### config.mk
export PLATFORM = sky130hd
export DESIGN_NAME = spi_regfile
export DESIGN_NICKNAME = d
export VERILOG_FILES = /design/src/rtl/spi_regfile_pkg.sv /design/src/rtl/spi_regfile_sync2.sv /design/src/rtl/spi_regfile.sv
export SDC_FILE = /design/constraint.sdc
export NUM_CORES = 1
export LEC_CHECK = 0
export CAP_MARGIN = 20
export CORE_ASPECT_RATIO = 0.6
export CORE_UTILIZATION = 54
export CTS_CLUSTER_DIAMETER = 50
export DETAILED_ROUTE_END_ITERATION = 16
export PLACE_DENSITY = 0.79
export SYNTH_ARGS = -nofsm -noshare
export SYNTH_HDL_FRONTEND = slang
export SYNTH_HIERARCHICAL = 1
export SYNTH_SLANG_ARGS = --single-unit
### constraint.sdc
create_clock -name clk -period 3.19 [get_ports clk]
set_input_delay 0.7975 -clock clk [delete_from_list [all_inputs] [get_ports clk]]
set_output_delay 0.7975 -clock clk [all_outputs]
set_load 0.01 [all_outputs]
### src/rtl/spi_regfile_pkg.sv
// Shared definitions for the SPI register file: FSM state encoding and
// the position of the read/write flag inside a frame.
package spi_regfile_pkg;

  typedef enum logic [2:0] {
    ST_IDLE,
    ST_HDR,
    ST_WR_DATA,
    ST_RD_DATA,
    ST_DONE
  } state_t;

  localparam logic RW_WRITE = 1'b1;

  // The R/W flag is the frame MSB, i.e. it sits above address and data.
  function automatic int unsigned rw_bit_pos(input int unsigned addr_w,
                                             input int unsigned data_w);
    return addr_w + data_w;
  endfunction

endpackage

### src/rtl/spi_regfile_sync2.sv
// Two-flop synchronizer bringing one asynchronous SPI line into the clk domain.
module sync2 (
  input  logic clk,
  input  logic rst,
  input  logic d,
  output logic q
);

  logic meta;

  always_ff @(posedge clk) begin
    if (rst) begin
      meta <= 1'b0;
      q    <= 1'b0;
    end else begin
      meta <= d;
      q    <= meta;
    end
  end

endmodule

### src/rtl/spi_regfile.sv
// SPI mode-0 slave giving serial write/read access to a small register file,
// fully oversampled in the clk domain.
module spi_regfile
  import spi_regfile_pkg::*;
#(
  parameter int unsigned NUM_REGS = 5,
  parameter int unsigned DATA_W   = 8,
  parameter int unsigned ADDR_W   = 7
) (
  input  logic                         clk,
  input  logic                         rst,
  input  logic                         sclk,
  input  logic                         sdi,
  input  logic                         cs,
  output logic                         sdo,
  output logic [NUM_REGS*DATA_W-1:0]   reg_out,
  output logic                         wr_valid,
  output logic [ADDR_W-1:0]            wr_addr,
  output logic                         frame_err
);

  localparam int unsigned FRAME_W = 1 + ADDR_W + DATA_W;
  localparam int unsigned CNT_W   = $clog2(FRAME_W + 2);
  localparam int unsigned RW_POS  = rw_bit_pos(ADDR_W, DATA_W);

  localparam logic [CNT_W-1:0]  CNT_HDR    = CNT_W'(ADDR_W);
  localparam logic [CNT_W-1:0]  CNT_FRAME  = CNT_W'(FRAME_W);
  localparam logic [CNT_W-1:0]  CNT_SAT    = CNT_W'(FRAME_W + 1);
  localparam logic [ADDR_W:0]   NUM_REGS_A = (ADDR_W + 1)'(NUM_REGS);

  logic sclk_s, sdi_s, cs_s;
  logic sclk_d, cs_d;
  logic sclk_rise, sclk_fall, cs_rise, cs_fall;

  state_t state_q, state_d;

  logic [FRAME_W-1:0] shift_q, next_shift;
  logic [CNT_W-1:0]   cnt_q;
  logic [DATA_W-1:0]  rd_shift_q, rd_word;
  logic [DATA_W-1:0]  regs [NUM_REGS];

  logic [ADDR_W-1:0]  hdr_addr, done_addr;
  logic [DATA_W-1:0]  done_data;
  logic               done_rw, done_in_range;

  sync2 u_sync_sclk (.clk(clk), .rst(rst), .d(sclk), .q(sclk_s));
  sync2 u_sync_sdi  (.clk(clk), .rst(rst), .d(sdi),  .q(sdi_s));
  sync2 u_sync_cs   (.clk(clk), .rst(rst), .d(cs),   .q(cs_s));

  assign sclk_rise = sclk_s & ~sclk_d;
  assign sclk_fall = ~sclk_s & sclk_d;
  assign cs_rise   = cs_s & ~cs_d;
  assign cs_fall   = ~cs_s & cs_d;

  assign next_shift = {shift_q[FRAME_W-2:0], sdi_s};
  assign hdr_addr   = next_shift[ADDR_W-1:0];

  // A complete frame leaves R/W, address and data in their frame positions.
  assign done_rw       = shift_q[RW_POS];
  assign done_addr     = shift_q[DATA_W +: ADDR_W];
  assign done_data     = shift_q[DATA_W-1:0];
  assign done_in_range = ({1'b0, done_addr} < NUM_REGS_A);

  for (genvar g = 0; g < NUM_REGS; g++) begin : g_out
    assign reg_out[g*DATA_W +: DATA_W] = regs[g];
  end

  always_comb begin
    rd_word = '0;
    for (int unsigned r = 0; r < NUM_REGS; r++) begin
      if (hdr_addr == ADDR_W'(r)) rd_word = regs[r];
    end
  end

  always_ff @(posedge clk) begin
    if (rst) state_q <= ST_IDLE;
    else     state_q <= state_d;
  end

  always_comb begin
    state_d = state_q;
    case (state_q)
      ST_IDLE: begin
        if (cs_fall) state_d = ST_HDR;
      end
      ST_HDR: begin
        if (cs_rise) begin
          state_d = ST_DONE;
        end else if (sclk_rise && cnt_q == CNT_HDR) begin
          state_d = (next_shift[ADDR_W] == RW_WRITE) ? ST_WR_DATA : ST_RD_DATA;
        end
      end
      ST_WR_DATA, ST_RD_DATA: begin
        if (cs_rise) state_d = ST_DONE;
      end
      ST_DONE: state_d = ST_IDLE;
      default: state_d = ST_IDLE;
    endcase
  end

  always_ff @(posedge clk) begin
    if (rst) begin
      sclk_d     <= 1'b0;
      cs_d       <= 1'b0;
      shift_q    <= '0;
      cnt_q      <= '0;
      rd_shift_q <= '0;
      sdo        <= 1'b0;
      wr_valid   <= 1'b0;
      wr_addr    <= '0;
      frame_err  <= 1'b0;
      for (int unsigned r = 0; r < NUM_REGS; r++) regs[r] <= '0;
    end else begin
      sclk_d    <= sclk_s;
      cs_d      <= cs_s;
      wr_valid  <= 1'b0;
      frame_err <= 1'b0;

      case (state_q)
        ST_IDLE: begin
          if (cs_fall) begin
            shift_q <= '0;
            cnt_q   <= '0;
          end
        end
        ST_HDR, ST_WR_DATA, ST_RD_DATA: begin
          if (sclk_rise && !cs_rise) begin
            shift_q <= next_shift;
            if (cnt_q != CNT_SAT) cnt_q <= cnt_q + 1'b1;
          end
        end
        ST_DONE: begin
          if (cnt_q != CNT_FRAME) begin
            frame_err <= 1'b1;
          end else if (done_rw == RW_WRITE) begin
            if (done_in_range) begin
              for (int unsigned r = 0; r < NUM_REGS; r++) begin
                if (done_addr == ADDR_W'(r)) regs[r] <= done_data;
              end
              wr_valid <= 1'b1;
              wr_addr  <= done_addr;
            end else begin
              frame_err <= 1'b1;
            end
          end
        end
        default: ;
      endcase

      // Read data is captured as the header completes, then shifted on sclk falls.
      if (state_q == ST_HDR && state_d == ST_RD_DATA) begin
        rd_shift_q <= rd_word;
      end else if (state_q == ST_RD_DATA && sclk_fall && !cs_rise) begin
        rd_shift_q <= {rd_shift_q[DATA_W-2:0], 1'b0};
      end

      if (state_d != ST_RD_DATA) begin
        sdo <= 1'b0;
      end else if (state_q == ST_RD_DATA && sclk_fall) begin
        sdo <= rd_shift_q[DATA_W-1];
      end
    end
  end

endmodule

# [Word-level counts from Yosys, hierarchy flattened]
# Memory sizes are Yosys's and may differ from the RTL's.
# Index checks and enable logic that the tools add are counted.
[word_totals] inputBits=5 mem_bits_rw=40 regBits=50 output_inout_bits=50 memories=1
[memory_table] memory="regs" depth=5 word_bits=8 rd=5 rd_clocked_by_memory_dff=0 write_ports=5 line_no="spi_regfile.sv:40" text="logic [DATA_W-1:0] regs [NUM_REGS];"
[op_classes] add_sub_neg=1 bitwise_logic=16 muxes=66 magnitude_cmp=1 eq_ne=20 reduce_logical=19
[op_table] op="8-bit 2-to-1 mux" count=12
[op_table] op="1-bit 2-to-1 mux" count=42
[op_table] op="16-bit 2-to-1 mux" count=2
[op_table] op="16-bit one-hot mux with 2 select lines" count=1
[op_table] op="7-bit by 2-bit == test with 1-bit output (second input constant)" count=4
[op_table] op="5-bit 2-to-1 mux" count=3
[op_table] op="7-bit by 1-bit == test with 1-bit output (second input constant)" count=2
[op_table] op="7-bit by 3-bit == test with 1-bit output (second input constant)" count=2
[op_table] op="7-bit zero test" count=2
[op_table] op="3-bit 2-to-1 mux" count=4
[op_table] op="5-bit inequality test (second input constant)" count=2
[op_table] op="5-bit one-hot mux with 2 select lines" count=1
[op_table] op="3-bit by 2-bit == test with 1-bit output (second input constant)" count=3
[op_table] op="3-bit one-hot mux with 3 select lines" count=1
[op_table] op="4-bit AND reduction" count=2
[op_table] op="7-bit by 3-bit < comparator with 1-bit output (second input constant)" count=1
[op_table] op="1-bit inverter" count=7
[op_table] op="2-bit inequality test (second input constant)" count=3
[op_table] op="2-bit OR reduction" count=3
[op_table] op="5-bit by 1-bit adder with 5-bit output (second input constant)" count=1
[op_table] op="5-bit by 3-bit == test with 1-bit output (second input constant)" count=1
[op_table] op="1-bit logical AND" count=5
[op_table] op="1-bit bitwise OR" count=5
[op_table] op="1-bit bitwise AND" count=4
[op_table] op="9 further kinds" count=10

# [Logic depth before layout (Yosys ltp)]
# Gate-level depths: netlist of run 1.
[depth] word_depth=9 mapped_depth=7 depth_no_buf=6

# [Hierarchy]
# Netlist of run 1, hierarchy kept.
[by_module_without_submodules] module="spi_regfile" instances=1 cells_per_inst=316 area_per_inst_um2=3663.5 seq_area_each_um2=2082.0
[by_module_without_submodules] module="sync2" instances=3 cells_per_inst=4 area_per_inst_um2=52.6 seq_area_each_um2=40.0

# [Worst setup path after synthesis of run 1]
# Ideal clock, no wire load.
[synth_timing] kind="register -> register" start="register cnt_q[0]" end="memory regs[1][2] (netlist: regs[0][10]), enable pin" synth_period_minus_slack_ps=2263 stages_incl_launch_ff=7 arrival_ps=1879 slack_ps=927 required_ps=2806 cell_sequence="dfxtp_1 -> inv_1 -> ha_1 -> nor4bb_1 -> and4b_1 -> nand2_1 -> o21ai_0"
[synth_rtl] element="from (decl)" line_no="spi_regfile.sv:38" text="logic [CNT_W-1:0] cnt_q;"
[synth_rtl] element="from (signal assigned)" line_no="spi_regfile.sv:129" text="if (cnt_q != CNT_SAT) cnt_q <= cnt_q + 1'b1;"
[synth_rtl] element="to (decl)" line_no="spi_regfile.sv:40"

# [Worst setup path after layout of run 1]
[layout_timing] start="register state_q[0]" end="register cnt_q[3]"
[layout_between] elab_chain_cells=4 word_cells_on_any_way=11
[layout_lines] element="from (decl)" line_no="spi_regfile.sv:35" text="state_t state_q, state_d;"
[layout_lines] element="from (signal assigned)" line_no="spi_regfile.sv:77" text="else state_q <= state_d;"
[layout_lines] element="3-bit by 1-bit == test with 1-bit output or 3-bit by 2-bit == test with 1-bit output (tied branches)" line_no="spi_regfile.sv:119" text="case (state_q)"
[layout_lines] element="3-bit OR reduction" line_no="spi_regfile.sv:119"
[layout_lines] element="2-bit inequality test (no line) or 2-bit nonzero test (tied branches)"
[layout_lines] element="4-bit AND reduction (no line)"
# Parallel ways exist; a longest one is shown, timed or not.
# A chain may end at the register's enable or synchronous reset.

==> flow_summary_export.csv, run 1 <==
group,metric,value,unit
critical_path,crit_fanout,25,
power_and_ir_drop,power_frac_seq,52.3,%
clock_tree,cts-resized-gates,0,
sta,final.period_utilization,78.10,%
critical_path,crit_buf_inv,0,
clock_tree,cts_hold_buf,0,
power_and_ir_drop,finalPower,2.407,mW
logic_synthesis,async_reset_ff_share,0,%
power_and_ir_drop,ir_drop,329.7,uV
logic_synthesis,synth_area_leaders,"edfxtp_1 (31%), dfxtp_1 (26%), mux2i_1 (3.9%)",
sta,finalSetupViolCount,0,
sta,tightest_slew,1.026,ns
logic_synthesis,ys_types,59,
critical_path,cp.arrival,2.77,ns
place,dpl.hpwl,6.190,mm
clock_tree,clock_sinks,90,
logic_synthesis,yosysTopAreaCellShare,31.43,%
logic_synthesis,synthFlopType,"dfxtp_1",
power_and_ir_drop,switching_share,21.60,%
logic_synthesis,synth_top_area_cell,"edfxtp_1",
place,place.gp.congestion,0.8778,
run,maxCapViolations,0,
route,drt_iter0_drc,324,
critical_path,cpPeakStageDelay,0.92,ns
power_and_ir_drop,p_int,1.887,mW
clock_tree,cts_made_buffers,9,
clock_tree,cts_tree,"yes",
route,vias_per_cell,6.337,
critical_path,slowest_stage,"or4_1",
clock_tree,cts.clk_slew.worst_paths,0.06,ns
final_layout,fillCellCount,480,
logic_synthesis,synth_edf_count,40,
logic_synthesis,ys_seq_area_share,57.63,%
logic_synthesis,synth_fp_nets,336,
final_layout,final_common_cell,"clkdlybuf4s50_1",
logic_synthesis,netlist_area,3821,um2
grt,overflow,0,
critical_path,required,3.47,ns
sta,skew,0.008809,ns
critical_path,end_kind,"flip-flop",
critical_path,path_cells,"or2_1 > or4_1 > a2111o_1 > o21ai_2",
route,drtAntennaViolNets,0,
sta,timing.final.hold_violations,0,
run_status,status,"completed",
grt,first_global_vias,2677,
final_layout,syn_to_final_growth,22.00,%
route,firstDrtPassIters,5,
power_and_ir_drop,p_leak,1.603,nW
sta,worst_slack,0.6985,ns
grt,antenna_found_initial,0,
logic_synthesis,yosys_warnings,6,
final_layout,final_cell_mix,"clkdlybuf4s50_1 (54), dfxtp_1 (50), edfxtp_1 (40)",
logic_synthesis,ys_ff_latch,90,
sta,slew_violations,0,
logic_synthesis,synth_cells,328,
clock_tree,postCtsSetupBuffers,0,
grt,grt_max_degree,39,
floorplanning,rows,23,
floorplanning,die_h,67.16,um
floorplanning,die-area,7428,um2
power_and_ir_drop,p_sw,519.8,uW
critical_path,crit_type,"reg -> reg",
clock_tree,htree_levels,3,
final_layout,nets,382,
route,via_count,2953,
power_and_ir_drop,clockPowerShare,41.9,%
place,dp_worst_setup_slack,0.7969,ns
critical_path,cp_top_family,"simple AND/OR/NAND/NOR gates",
route,avgRoutedWirePerCell,20.17,um
sta,fin_setup_tns,0,ns
critical_path,worstSetupStartpointType,"flip-flop",
floorplanning,coreArea,6763,um2
final_layout,diodes,0,
worst_hold_path,hold_class,"reg -> reg",
floorplanning,pin_count,55,
grt,grtUsageTotal,26.44,%
sta,rsz0062_at_grt,"no",
final_layout,drive_gt1_share,8.707,%
floorplanning,die_x,110.6,um
clock_tree,clock_latency,0.34,ns
sta,fin_crit,2.491,ns
floorplanning,start_util,56.50,%
power_and_ir_drop,powerDensity,516.2,nW/um2
clock_tree,clock_path_buffers,2,
power_and_ir_drop,p_comb_share,5.8,%
route,finalWirelength,9.399,mm
sta,maxSlewHeadroom,31.49,%
sta,fmax,0.4014,GHz
clock_tree,cts_root_buffer,"clkbuf_16",
logic_synthesis,syn_area_per_cell,11.65,um2
place,io_buffers,54,
grt,grt_pass1_wl,14.59,mm
route,drc,0,
-- power by group through the flow --
stage / clock [mW] / sequential [mW] / combinational (mW)
final: 1.01 / 1.26 / 0.139
after detailed placement: 0 / 1.28 / 0.137
after global placement: 0 / 1.28 / 0.136
after global routing: 1.06 / 1.26 / 0.148
after CTS: 1.01 / 1.26 / 0.139
after floorplan: 0 / 1.29 / 0.0548
-- worst paths after layout --
kind	slack, ns	endpoint	from	cells past startpoint
worst max-delay path	0.70	cnt_q[3]	state_q[0]	4
worst min-delay path	0.45	u_sync_cs/q	u_sync_cs/meta	1
worst max register to register	0.70	cnt_q[3]	state_q[0]	4
worst min register to register	0.45	u_sync_cs/q	u_sync_cs/meta	1
-- synth_stat cells (4+ instances only) --
master    count
nand3_1      24
edfxtp_1     40
and2_1        8
dfxtp_1      50
nand4_1      24
nor2_1        8
mux2i_1      15
nor2b_1      11
a21oi_1      22
and3_1        6
nand2_1      12
clkbuf_1     14
inv_1         7
nor3_1        4
a31oi_1       5
-- cells by family after synthesis --
logic type               synth area share (%)
AND/OR/NAND/NOR                         20.83
adder cells (fa/ha/maj)                0.9824
XOR/XNOR                               0.2292
AO/OA/AOI/OAI                           10.54
flip-flops                              57.63
multiplexers                            5.697
buffers and inverters                   4.093
-- flip-flops by register name, summed over array words and instances, names as in the netlist --
| register | cells |
|---|---|
| u_sync_sclk/meta | 1 |
| shift_q | 16 |
| u_sync_cs/q | 1 |
| regs | 40 |
| cnt_q | 5 |
| rd_shift_q | 8 |
| cs_d | 1 |
| wr_valid | 1 |
| sclk_d | 1 |
| state_q | 3 |
| u_sync_sclk/q | 1 |
| u_sync_cs/meta | 1 |
| wr_addr | 7 |
| u_sync_sdi/q | 1 |
| frame_err | 1 |
| sdo | 1 |
| u_sync_sdi/meta | 1 |
-- routing by layer --
layer | part of all wire [%] | track usage (%) | wire [um] | vias to the layer above
met5 | 0 | 0 | 0 | -
met4 | 1.8 | 8.667 | 168 | 0
met3 | 10 | 6.643 | 967 | 22
met2 | 43 | 37.81 | 4001 | 187
met1 | 45 | 39.27 | 4262 | 1382
li1 | - | - | - | 1362
-- per-stage QoR --
step	cell area [um2]	hold slack [ns]	instances	util, %
final	4662	0.4495	466	68.94
after global routing	4662	0.4734	466	68.94
after CTS	4662	0.4476	466	68.94
after detailed placement	4378	0.4368	450	64.74
after global placement	4378	0.4268	450	64.74
after floorplan	3821	0.4138	328	-
-- cell type report --
| cell class | instances | area [um2] | share of cell area, % |
|---|---|---|---|
| flip-flops and latches | 90 | 2202 | 47.24 |
| multi-input cells | 207 | 1463 | 31.37 |
| repair buffers | 59 | 578.1 | 12.40 |
| clock buffers | 12 | 261.5 | 5.609 |
| well taps | 87 | 108.9 | 2.335 |
| inverters | 7 | 26.28 | 0.5636 |
| clock inverters | 4 | 22.52 | 0.4831 |
Power figures use the tool's default switching activity.
==> run 2, diff against run 1 <==
==> constraint.sdc (replaced) <==
create_clock -name clk -period 2.52 [get_ports clk]
set_input_delay 0.63 -clock clk [delete_from_list [all_inputs] [get_ports clk]]
set_output_delay 0.63 -clock clk [all_outputs]
set_load 0.01 [all_outputs]
==> flow_summary_export.csv, run 2 (synthesis gave the netlist of run 1 again) <==
group,metric,value,unit
run_status,status,"completed",
grt,antenna_found_initial,0,
grt,grt_pass1_wl,14.88,mm
sta,maxSlewHeadroom,36.54,%
critical_path,crit_buf_inv,2,
critical_path,required,2.57,ns
critical_path,crit_fanout,8,
sta,finalSetupViolCount,0,
sta,rsz0062_at_grt,"no",
floorplanning,die_x,110.6,um
place,dp_cells,455,
clock_tree,cts-resized-gates,0,
sta,slew_violations,0,
route,finalWirelength,9.640,mm
floorplanning,coreArea,6763,um2
final_layout,largest_register,"regs",
final_layout,drive_gt1_share,9.635,%
place,io_buffers,54,
final_layout,reg_top3,"regs (40), shift_q (16), rd_shift_q (8)",
final_layout,largest_register_ffs,40,
clock_tree,clock_sinks,90,
clock_tree,cts.clk_slew.worst_paths,0.06,ns
grt,first_global_vias,2751,
critical_path,crit_type,"reg -> reg",
clock_tree,cts_tree,"yes",
route,via_count,3003,
clock_tree,htree_levels,3,
run,maxCapViolations,0,
grt,overflow,0,
grt,grtUsageTotal,27.02,%
critical_path,cp.arrival,2.22,ns
power_and_ir_drop,powerDensity,657.1,nW/um2
critical_path,end_kind,"flip-flop",
sta,fin_crit,2.171,ns
final_layout,diodes,0,
sta,fin_setup_tns,0,ns
clock_tree,cts_root_buffer,"clkbuf_16",
sta,fmax,0.4607,GHz
clock_tree,clock_latency,0.35,ns
floorplanning,die-area,7428,um2
route,drt_iter0_drc,400,
route,avgRoutedWirePerCell,20.47,um
final_layout,final_common_cell,"clkdlybuf4s50_1",
route,firstDrtPassIters,5,
sta,skew,0.008075,ns
final_layout,finalNonFillerCells,471,
clock_tree,cts_made_buffers,9,
sta,timing.final.hold_violations,0,
clock_tree,postCtsSetupBuffers,0,
route,drc,0,
critical_path,path_cells,"inv_1 > ha_1 > nor4bb_1 > and4b_1 > nand2_1 > o21ai_0 > buf_4",
critical_path,cp_top_family,"simple AND/OR/NAND/NOR gates",
grt,grt_max_degree,39,
critical_path,cpPeakStageDelay,0.40,ns
place,place.gp.congestion,0.8576,
sta,final.period_utilization,86.13,%
power_and_ir_drop,finalPower,3.097,mW
worst_hold_path,hold_class,"reg -> reg",
final_layout,nets,387,
sta,tightest_slew,0.9396,ns
power_and_ir_drop,ir_drop,641.6,uV
final_layout,final_cell_mix,"clkdlybuf4s50_1 (54), dfxtp_1 (50), edfxtp_1 (40)",
floorplanning,pin_count,55,
clock_tree,cts_hold_buf,0,
route,vias_per_cell,6.376,
power_and_ir_drop,p_leak,1.626,nW
final_layout,post-route-util,69.69,%
floorplanning,start_util,56.50,%
critical_path,worstSetupStartpointType,"flip-flop",
clock_tree,clock_path_buffers,2,
floorplanning,die_h,67.16,um
final_layout,syn_to_final_growth,23.35,%
critical_path,slowest_stage,"nor4bb_1",
route,drtAntennaViolNets,0,
floorplanning,rows,23,
place,dpl.hpwl,6.537,mm
==> run 2: per-stage QoR <==
stage / worst slack [ns] / hold slack (ns) / instance area, um2
floorplan: 0.2575 / 0.4138 / 3821
global placement: 0.4375 / 0.4222 / 4415
detailed placement: 0.3490 / 0.4255 / 4415
CTS: 0.3632 / 0.4398 / 4713
global route: 0.09612 / 0.4650 / 4713
finish: 0.3495 / 0.4381 / 4713
==> run 2: report_power, final <==
group / internal [mW] / switching, mW
Sequential: 1.56 / 0.0265
Combinational: 0.0923 / 0.0947
Clock: 0.787 / 0.535
==> run 2: worst reg2reg max path, cell delays in order, from the launching register on <==
cell and delay (ns):
dfxtp_1 0.34, inv_1 0.10, ha_1 0.14, nor4bb_1 0.40, and4b_1 0.38, nand2_1 0.11, o21ai_0 0.18, buf_4 0.23
==> run 2: layout make-up <==
cell class                 instances  area [um2]
clock inverter                     1       7.507
multi-input combinational        207        1463
tap                               87       108.9
clock buffer                      15       290.3
timing repair buffer              64       615.6
sequential                        90        2202
fill                             500        2049
inverter                           7       26.28
==> run 2: layer usage <==
layer | track usage [%] | part of all wire [%]
met1 | 39.44 | 46
met2 | 38.20 | 43
met3 | 7.092 | 9.0
met4 | 11.17 | 1.6
met5 | 0 | 0
==> run 2: final timing paths <==
| check | start | end | slack, ns | cells past startpoint |
|---|---|---|---|---|
| setup / recovery | cnt_q[0] | regs[0][9] | 0.35 | 7 |
| hold / removal | u_sync_sdi/meta | u_sync_sdi/q | 0.44 | 1 |
| setup reg to reg | cnt_q[0] | regs[0][9] | 0.35 | 7 |
| hold reg to reg | u_sync_sdi/meta | u_sync_sdi/q | 0.44 | 1 |
